--- config.mk ---
export PLATFORM = sky130hd
export DESIGN_NAME = mim_cap_charge_meter
export DESIGN_NICKNAME = d
export VERILOG_FILES = /design/src/rtl/mim_cap_charge_meter.sv
export SDC_FILE = /design/constraint.sdc
export NUM_CORES = 1
export LEC_CHECK = 0
export BUFFER_PORTS_ARGS = -buffer_cell sky130_fd_sc_hd__buf_2
export CORE_UTILIZATION = 63
export CTS_BUF_LIST = sky130_fd_sc_hd__clkbuf_8
export CTS_CLUSTER_DIAMETER = 150
export CTS_CLUSTER_SIZE = 24
export DETAILED_ROUTE_END_ITERATION = 10
export PLACE_DENSITY = 0.83
export SETUP_SLACK_MARGIN = 0.02
export SLEW_MARGIN = 20
export SYNTH_ARGS = -nofsm -noshare
export SYNTH_HDL_FRONTEND = slang
export SYNTH_SLANG_ARGS = --single-unit
--- constraint.sdc ---
create_clock -name clk -period 2.9 [get_ports clk]
set_input_delay 0 -clock clk [delete_from_list [all_inputs] [get_ports clk]]
set_output_delay 0 -clock clk [all_outputs]
set_load 0.005 [all_outputs]
--- src/rtl/mim_cap_charge_meter.sv ---
// Measuring sequencer for the MIM capacitor constant-current charge test.
// Each run performs 2^AVG_LOG2 discharge/settle/charge measurements, counts
// the clock cycles until the synchronised comparator trips, and accumulates
// the counts into result_o. Stuck comparators and saturated counts are flagged.
module mim_cap_charge_meter #(
    parameter int CNT_W         = 16,
    parameter int AVG_LOG2      = 2,
    parameter int DIS_CYCLES    = 64,
    parameter int SETTLE_CYCLES = 8
) (
    input  logic                      clk,
    input  logic                      rst,
    input  logic                      start_i,
    input  logic                      cmp_i,
    output logic                      dis_o,
    output logic                      chg_en_o,
    output logic                      busy_o,
    output logic                      done_o,
    output logic                      valid_o,
    output logic [CNT_W+AVG_LOG2-1:0] result_o,
    output logic                      err_timeout_o,
    output logic                      err_stuck_o
);

    localparam int ACC_W   = CNT_W + AVG_LOG2;
    localparam int TMR_MAX = (DIS_CYCLES > SETTLE_CYCLES) ? DIS_CYCLES : SETTLE_CYCLES;
    localparam int TMR_W   = $clog2(TMR_MAX + 1);
    localparam int IDX_W   = (AVG_LOG2 > 0) ? AVG_LOG2 : 1;

    localparam logic [TMR_W-1:0] DIS_LAST    = TMR_W'(DIS_CYCLES - 1);
    localparam logic [TMR_W-1:0] SETTLE_LAST = TMR_W'(SETTLE_CYCLES - 1);
    localparam logic [IDX_W-1:0] IDX_LAST    = IDX_W'((1 << AVG_LOG2) - 1);
    // Counter value one below saturation: the increment from here times out.
    localparam logic [CNT_W-1:0] CNT_LAST    = {{(CNT_W-1){1'b1}}, 1'b0};
    localparam logic [CNT_W-1:0] CNT_SAT     = {CNT_W{1'b1}};

    typedef enum logic [2:0] {
        S_IDLE,
        S_DISCHARGE,
        S_SETTLE,
        S_CHARGE,
        S_DONE
    } state_t;

    state_t             state_q, state_d;
    logic [TMR_W-1:0]   tmr_q, tmr_d;
    logic [CNT_W-1:0]   cnt_q, cnt_d;
    logic [IDX_W-1:0]   idx_q, idx_d;
    logic [ACC_W-1:0]   acc_q, acc_d;
    logic               dis_q, dis_d;
    logic               chg_q, chg_d;
    logic               busy_q, busy_d;
    logic               done_q, done_d;
    logic               valid_q, valid_d;
    logic [ACC_W-1:0]   result_q, result_d;
    logic               err_to_q, err_to_d;
    logic               err_st_q, err_st_d;
    logic               cmp_meta_q, cmp_s_q;
    logic [ACC_W-1:0]   acc_sum;

    // Two-flop synchronizer for the asynchronous comparator output.
    always_ff @(posedge clk or posedge rst) begin
        if (rst) begin
            cmp_meta_q <= 1'b0;
            cmp_s_q    <= 1'b0;
        end else begin
            cmp_meta_q <= cmp_i;
            cmp_s_q    <= cmp_meta_q;
        end
    end

    // State and registered-output flops; reset leaves the cap shorted.
    always_ff @(posedge clk or posedge rst) begin
        if (rst) begin
            state_q  <= S_IDLE;
            tmr_q    <= '0;
            cnt_q    <= '0;
            idx_q    <= '0;
            acc_q    <= '0;
            dis_q    <= 1'b1;
            chg_q    <= 1'b0;
            busy_q   <= 1'b0;
            done_q   <= 1'b0;
            valid_q  <= 1'b0;
            result_q <= '0;
            err_to_q <= 1'b0;
            err_st_q <= 1'b0;
        end else begin
            state_q  <= state_d;
            tmr_q    <= tmr_d;
            cnt_q    <= cnt_d;
            idx_q    <= idx_d;
            acc_q    <= acc_d;
            dis_q    <= dis_d;
            chg_q    <= chg_d;
            busy_q   <= busy_d;
            done_q   <= done_d;
            valid_q  <= valid_d;
            result_q <= result_d;
            err_to_q <= err_to_d;
            err_st_q <= err_st_d;
        end
    end

    assign acc_sum = acc_q + ACC_W'(cnt_q);

    // Next-state and next-output logic; outputs are computed on the transition
    // so they are valid in the first cycle of the new state.
    always_comb begin
        state_d  = state_q;
        tmr_d    = tmr_q;
        cnt_d    = cnt_q;
        idx_d    = idx_q;
        acc_d    = acc_q;
        dis_d    = dis_q;
        chg_d    = chg_q;
        busy_d   = busy_q;
        done_d   = 1'b0;
        valid_d  = valid_q;
        result_d = result_q;
        err_to_d = err_to_q;
        err_st_d = err_st_q;

        case (state_q)
            S_IDLE: begin
                dis_d = 1'b1;
                chg_d = 1'b0;
                if (start_i) begin
                    state_d  = S_DISCHARGE;
                    busy_d   = 1'b1;
                    valid_d  = 1'b0;
                    result_d = '0;
                    err_to_d = 1'b0;
                    err_st_d = 1'b0;
                    acc_d    = '0;
                    idx_d    = '0;
                    tmr_d    = '0;
                end
            end

            S_DISCHARGE: begin
                dis_d = 1'b1;
                chg_d = 1'b0;
                if (tmr_q == DIS_LAST) begin
                    tmr_d   = '0;
                    dis_d   = 1'b0;
                    state_d = S_SETTLE;
                end else begin
                    tmr_d = tmr_q + TMR_W'(1);
                end
            end

            S_SETTLE: begin
                if (tmr_q == SETTLE_LAST) begin
                    tmr_d = '0;
                    if (cmp_s_q) begin
                        // Comparator already high with no charge applied.
                        err_st_d = 1'b1;
                        dis_d    = 1'b1;
                        done_d   = 1'b1;
                        valid_d  = 1'b0;
                        result_d = '0;
                        state_d  = S_DONE;
                    end else begin
                        cnt_d   = '0;
                        chg_d   = 1'b1;
                        state_d = S_CHARGE;
                    end
                end else begin
                    tmr_d = tmr_q + TMR_W'(1);
                end
            end

            S_CHARGE: begin
                if (cmp_s_q) begin
                    acc_d = acc_sum;
                    chg_d = 1'b0;
                    dis_d = 1'b1;
                    if (idx_q == IDX_LAST) begin
                        done_d   = 1'b1;
                        valid_d  = 1'b1;
                        result_d = acc_sum;
                        state_d  = S_DONE;
                    end else begin
                        idx_d   = idx_q + IDX_W'(1);
                        tmr_d   = '0;
                        state_d = S_DISCHARGE;
                    end
                end else if (cnt_q == CNT_LAST) begin
                    // Saturated without a trip: abort, count is discarded.
                    cnt_d    = CNT_SAT;
                    err_to_d = 1'b1;
                    chg_d    = 1'b0;
                    dis_d    = 1'b1;
                    done_d   = 1'b1;
                    valid_d  = 1'b0;
                    result_d = '0;
                    state_d  = S_DONE;
                end else begin
                    cnt_d = cnt_q + CNT_W'(1);
                end
            end

            S_DONE: begin
                dis_d   = 1'b1;
                chg_d   = 1'b0;
                busy_d  = 1'b0;
                state_d = S_IDLE;
            end

            default: begin
                state_d = S_IDLE;
            end
        endcase
    end

    assign dis_o         = dis_q;
    assign chg_en_o      = chg_q;
    assign busy_o        = busy_q;
    assign done_o        = done_q;
    assign valid_o       = valid_q;
    assign result_o      = result_q;
    assign err_timeout_o = err_to_q;
    assign err_stuck_o   = err_st_q;

endmodule

# Word-level counts from Yosys, hierarchy flattened
# Cells that the tools add are included.
# word_totals
out_inout_bits,25
inputBits,4
reg_bits,73
# classes
n_reduce_logical,22
addsub,4
n_mux,60
eq_ne,19
# op_table
operator,count
18-bit 2-to-1 mux,7
16-bit 2-to-1 mux,4
18-bit one-hot mux with 3 select lines,1
18-bit one-hot mux with 2 select lines,1
7-bit 2-to-1 mux,5
16-bit one-hot mux with 2 select lines,1
4-bit AND reduction,8
7-bit one-hot mux with 4 select lines,1
1-bit 2-to-1 mux,21
3-bit 2-to-1 mux,7
18-bit by 16-bit adder with 18-bit output,1
2-bit != test (second input constant),9
16-bit by 1-bit adder with 16-bit output (second input constant),1
16-bit equality test (second input constant),1
3-bit one-hot mux with 4 select lines,1
1-bit one-hot mux with 2 select lines,4
2-bit nonzero test,4
4-bit nonzero test,2
7-bit by 1-bit adder with 7-bit output (second input constant),1
7-bit by 3-bit equality test with 1-bit output (second input constant),1
7-bit by 6-bit equality test with 1-bit output (second input constant),1
3-bit by 2-bit equality test with 1-bit output (second input constant),2
2-bit 2-to-1 mux,3
3-bit != test (second input constant),2
14 further kinds,16

# Logic depth before layout (Yosys ltp)
# depth
word_depth,4
ltp_mapped,10

# Worst setup path after synthesis
# Ideal clock, no wire load.
# synth_timing
path_kind,reg-to-reg
from,register cnt_q[0]
to,register result_q[16] (netlist: result_o[16])
path_slack_ns,0.768
path_buffers,0
required_ns,2.790
setup_time_ns,0.110
path_stages_with_launch,10
t_arrival_ns,2.022
path_cell_list,dfrtp_1 -> ha_1 -> inv_1 -> fa_1 -> nand2b_1 -> a21oi_1 -> o211ai_1 -> a21oi_1 -> nor3_1 -> o41ai_1
# synth_via
elab_chain_len,4
elab_cells_between_ends,7
cone_classes,add/sub (1); eq/ne (2); mux (3); reduce/logical (1)
# synth_lines
element,line_no,rtl
"start, declared",47,"logic [CNT_W-1:0] cnt_q, cnt_d;"
"start signal, assigned",91,cnt_q <= cnt_d;
18-bit by 16-bit adder with 18-bit output,105,assign acc_sum = acc_q + ACC_W'(cnt_q);
18-bit 2-to-1 mux,179,if (idx_q == IDX_LAST) begin
18-bit 2-to-1 mux,175,if (cmp_s_q) begin
18-bit one-hot mux with 3 select lines,124,case (state_q)
"end signal, assigned",99,result_q <= result_d;
"end, declared",55,"logic [ACC_W-1:0] result_q, result_d;"
# Parallel ways exist; a longest one is shown, timed or not. The select of a mux whose other input is x is not followed.
# A chain may end at the register's enable or synchronous reset.

# Worst setup path in the final report
# layout_timing
from,register cnt_q[0]
to,register result_q[14] (netlist: result_o[14])
# Same word-level chain as after synthesis.

==> results.md <==
Outcome:
- The checks that failed: design-rule violations.
- The flow ran to the end, but the final reports show violations.

Worst setup path:
- The endpoint arrival time on the critical path is 2.83 ns.
- The sort of element at the start of the critical path is a flip-flop.
- The largest driver fanout on the critical path is 5.
- The data required time of the critical path is about 3.1 ns.
- STA classifies the critical path endpoint as a flip-flop.
- The setup path with the least slack is of type reg2reg.

Power and ir drop:
- The share of total power dissipated in sequential elements is around 53%.
- The maximum resistive drop on vdd is roughly 340 µV.
- The analysis attributes to cell leakage a power of between 2 and 2.5 nW.
- The clock network is responsible for a little under half of the overall power.
- The total power divided by cell area is between 400 and 500 nW/µm².
- Summed over all nets, the switching power comes to 416 µW.
- The net switching share of the total power is a little over a fifth.
- Combinational logic burns between 1.5 and 2% of the power.
- Cell internal power was estimated by the tool at about 1.5 mW.

Min path:
- The path class of the lowest-slack min-delay path is in2async.

Flow run:
- The tool flagged a number of max-cap violations equal to 0.

Route:
- Dividing the detail-routed via count by the number of cells gives ~6.5.
- Across all layers, the routed design uses 3900 vias.
- For this run, the detailed router's first-pass iteration total came to 7.
- Dividing the detail-routed wire length by the instance count gives ~17 µm.
- The count of nets left with antenna violations once routing finished came out at 0.
- The number of design-rule violations left by the first detailed-router iteration is 246.
- For this run, design rule violations remaining after detail routing come to 2.
- The routed design has ~10 mm of wire.

Clock network:
- TritonCTS built the clock tree.
- Hold repair after CTS inserted 3 buffers.
- The number of H-tree levels is 3.
- For this design, the sink count on the clock tree is 73.
- In this run, CTS created clock tree buffers numbering 9.
- Clock-pin slew was measured on the worst setup and hold paths at roughly 0.080 ns.
- The worst-skew pair later-pin latency is between 0.3 and 0.4 ns.
- The number of gates resized after cts is 0.
- The post-CTS setup-driven buffer insertion count is 0.
- In this run the clock root is driven by a sky130_fd_sc_hd__clkbuf_8.
- The longest clock path from root to sink contains 2 buffers.

Floorplanning:
- The core box area is approximately 6500 µm².
- The die area is around 7200 µm².
- The die boundary height is 84.8 µm.
- The count of boundary I/O pins is 29.
- For this configuration, the core starts out at a cell density of 66.5%.
- The die boundary width is 84.8 µm.
- The number of placement rows is 29.

Global routing:
- The via count of the first global-routing pass is approximately 3700.
- The global-route congestion overflow total is 0.
- The number of antenna violations at the first check in global routing came to 0.
- The total track usage is 31.1%.
- The global-route wire length before repair is 17.6 mm.
- Entering global routing, the biggest net connects 31 pins.

Synth:
- The count of flip-flops with a built-in enable after synthesis is 0.
- When the netlist entered floorplanning its net count stood at 518.
- Summed over all instances, the cell type with the most area after synthesis is sky130_fd_sc_hd__dfrtp_1.
- In the synthesized netlist the async set-or-reset flop fraction comes to 100%.
- The Yosys warning count is 0.
- The portion of the post-synthesis area used by sequential elements is a little over two fifths.
- Synthesis inferred between 70 and 80 register bits.
- Counting every instance in the synthesized netlist gives 493.
- The distinct cell type count after synthesis is between 50 and 60.
- After synthesis, the most frequently instantiated cells are 79 x sky130_fd_sc_hd__nand2_1, 72 x sky130_fd_sc_hd__dfrtp_1, 52 x sky130_fd_sc_hd__o21ai_0.
- sky130_fd_sc_hd__nand2_1 is the most common cell in the netlist.
- Yosys attributes the largest share of cell area to sky130_fd_sc_hd__dfrtp_1 42%, sky130_fd_sc_hd__nand2_1 6.9%, sky130_fd_sc_hd__o21ai_0 6.0%.
- The area share of the leading cell type in the synthesized netlist is about two fifths.
- The mean instance size in the synthesized netlist is approximately 9 µm².
- The most common flop cell mapped by yosys is sky130_fd_sc_hd__dfrtp_1.
- The synthesized netlist occupies a cell area of around 4300 µm².

Timing:
- Setup repair after global routing left no endpoint under its margin.
- The maximum operating frequency is ~380 MHz.
- The setup TNS is 0 ns.
- The max-slew headroom at the worst pin is 50.9%.
- The max-slew violation total from the final report is 0.
- Setup violations remaining at the end of the flow were counted as 0.
- The actual slew at the worst max-slew pin is roughly 0.73 ns.
- The final worst-path cycle share is roughly 90%.
- The shortest period the worst path allows is 2.61 ns.
- The final clock skew is approximately 0.0072 ns.
- The number of hold-slack violations in the final timing report is 0.

Final layout:
- The final layout net count is around 550.
- The fraction of final layout cells with drive strength greater than 1 is 12.0%.
- The repair_antennas step left the layout with diodes totalling 0.
- Once layout is done, the placed cells without fillers occupy ~4800 µm².
- The growth of design area from synthesis to finish is 10.9%.

Placement:
- The count of input and output buffers is 28.
- The standard cell area after detailed placement is roughly 4500 µm².
- The post-DP HPWL is roughly 7.4 mm.
- The last weighted congestion value of the routability-driven placer is between 0.9 and 1.
worst max-delay path: stages (launching register included):
cell and delay (ns):
sky130_fd_sc_hd__dfrtp_1 0.42, sky130_fd_sc_hd__ha_1 0.19, sky130_fd_sc_hd__inv_1 0.06, sky130_fd_sc_hd__fa_1 0.39, sky130_fd_sc_hd__nand2b_1 0.18, sky130_fd_sc_hd__a21oi_1 0.22, sky130_fd_sc_hd__o211ai_1 0.24, sky130_fd_sc_hd__a21oi_1 0.27
sky130_fd_sc_hd__nor3_1 0.11, sky130_fd_sc_hd__o41ai_1 0.42
per-stage QoR:
step | util (%) | setup slack [ns] | total power, mW | hold WS (ns) | instances
floorplan | - | 0.768 | 1.06 | 0.0314 | 493
global placement | 70.0 | 0.546 | 1.07 | 0.0795 | 585
detailed placement | 70.0 | 0.467 | 1.07 | 0.0767 | 585
CTS | 73.7 | 0.352 | 1.93 | 0.242 | 604
global route | 73.7 | 0.207 | 1.97 | 0.279 | 604
finish | 73.7 | 0.289 | 1.92 | 0.227 | 604
routing by layer:
layer,routed length (µm),global-route usage (%)
met5,0,0
met4,216,14.0
met3,503,5.41
met2,5030,50.8
met1,4590,40.9
worst paths after layout:
kind / startpoint / end / slack [ns] / cells after the start
min reg2reg: cmp_meta_q / cmp_s_q / 0.36 / 0
min: rst / acc_q[17] / 0.23 / 3
min in group clk: cmp_i / cmp_meta_q / 0.29 / 2
max in group asynchronous: rst / cnt_q[3] / 1.88 / 4
max: cnt_q[0] / result_o[14] / 0.29 / 9
max reg2reg: cnt_q[0] / result_o[14] / 0.29 / 9
power groups by stage:
stage / clock network [mW] / registers, mW / logic [mW]
after floorplan: 0 / 1.04 / 0.0188
after detailed placement: 0 / 1.04 / 0.0281
after CTS: 0.877 / 1.02 / 0.0313
after global placement: 0 / 1.04 / 0.0277
final: 0.867 / 1.02 / 0.0302
after global routing: 0.909 / 1.02 / 0.0351
state kept, by name, summed over array words and instances, names as in the netlist, 2 cells and up:
register	cells
result_o	18
cnt_q	16
state_q	3
tmr_q	7
acc_q	18
idx_q	2
cell usage in the layout (no fill, tap or decap), types with 4 or more instances in the layout:
cell type,n
sky130_fd_sc_hd__a21o_1,22
sky130_fd_sc_hd__a21oi_1,35
sky130_fd_sc_hd__a22o_1,11
sky130_fd_sc_hd__a31oi_1,5
sky130_fd_sc_hd__and2_1,5
sky130_fd_sc_hd__and3_1,6
sky130_fd_sc_hd__buf_2,28
sky130_fd_sc_hd__buf_4,11
sky130_fd_sc_hd__clkbuf_8,9
sky130_fd_sc_hd__dfrtp_1,72
sky130_fd_sc_hd__ha_1,20
sky130_fd_sc_hd__inv_1,12
sky130_fd_sc_hd__nand2_1,79
sky130_fd_sc_hd__nand2b_1,5
sky130_fd_sc_hd__nand3_1,23
sky130_fd_sc_hd__nand4_1,11
sky130_fd_sc_hd__nor2_1,26
sky130_fd_sc_hd__nor2b_1,7
sky130_fd_sc_hd__nor3_1,6
sky130_fd_sc_hd__o211ai_1,5
sky130_fd_sc_hd__o21a_1,5
sky130_fd_sc_hd__o21ai_0,52
sky130_fd_sc_hd__o31ai_1,12
sky130_fd_sc_hd__or3_1,4
sky130_fd_sc_hd__xnor2_1,4
sky130_fd_sc_hd__xor2_1,5
logic make-up after synthesis:
logic type | after synthesis | share of synthesized area [%]
buffers and inverters | 36 | 3.48
adders and majority gates | 21 | 6.26
DFF | 73 | 42.3
and+or+nand+nor | 187 | 21.1
AOI/OAI and AO/OA | 167 | 25.0
xor gates and xnor gates | 9 | 1.83
layout make-up:
| cell class | count | area (µm²) |
|---|---|---|
| Clock inverter | 7 | 87.6 |
| Inverter | 11 | 41.3 |
| Sequential cell | 73 | 1830 |
| Fill cell | 465 | 1710 |
| Timing Repair Buffer | 43 | 273 |
| Multi-Input combinational cell | 384 | 2340 |
| Tap cell | 77 | 96.3 |
| Clock buffer | 9 | 124 |
Power figures use the tool's default switching activity.
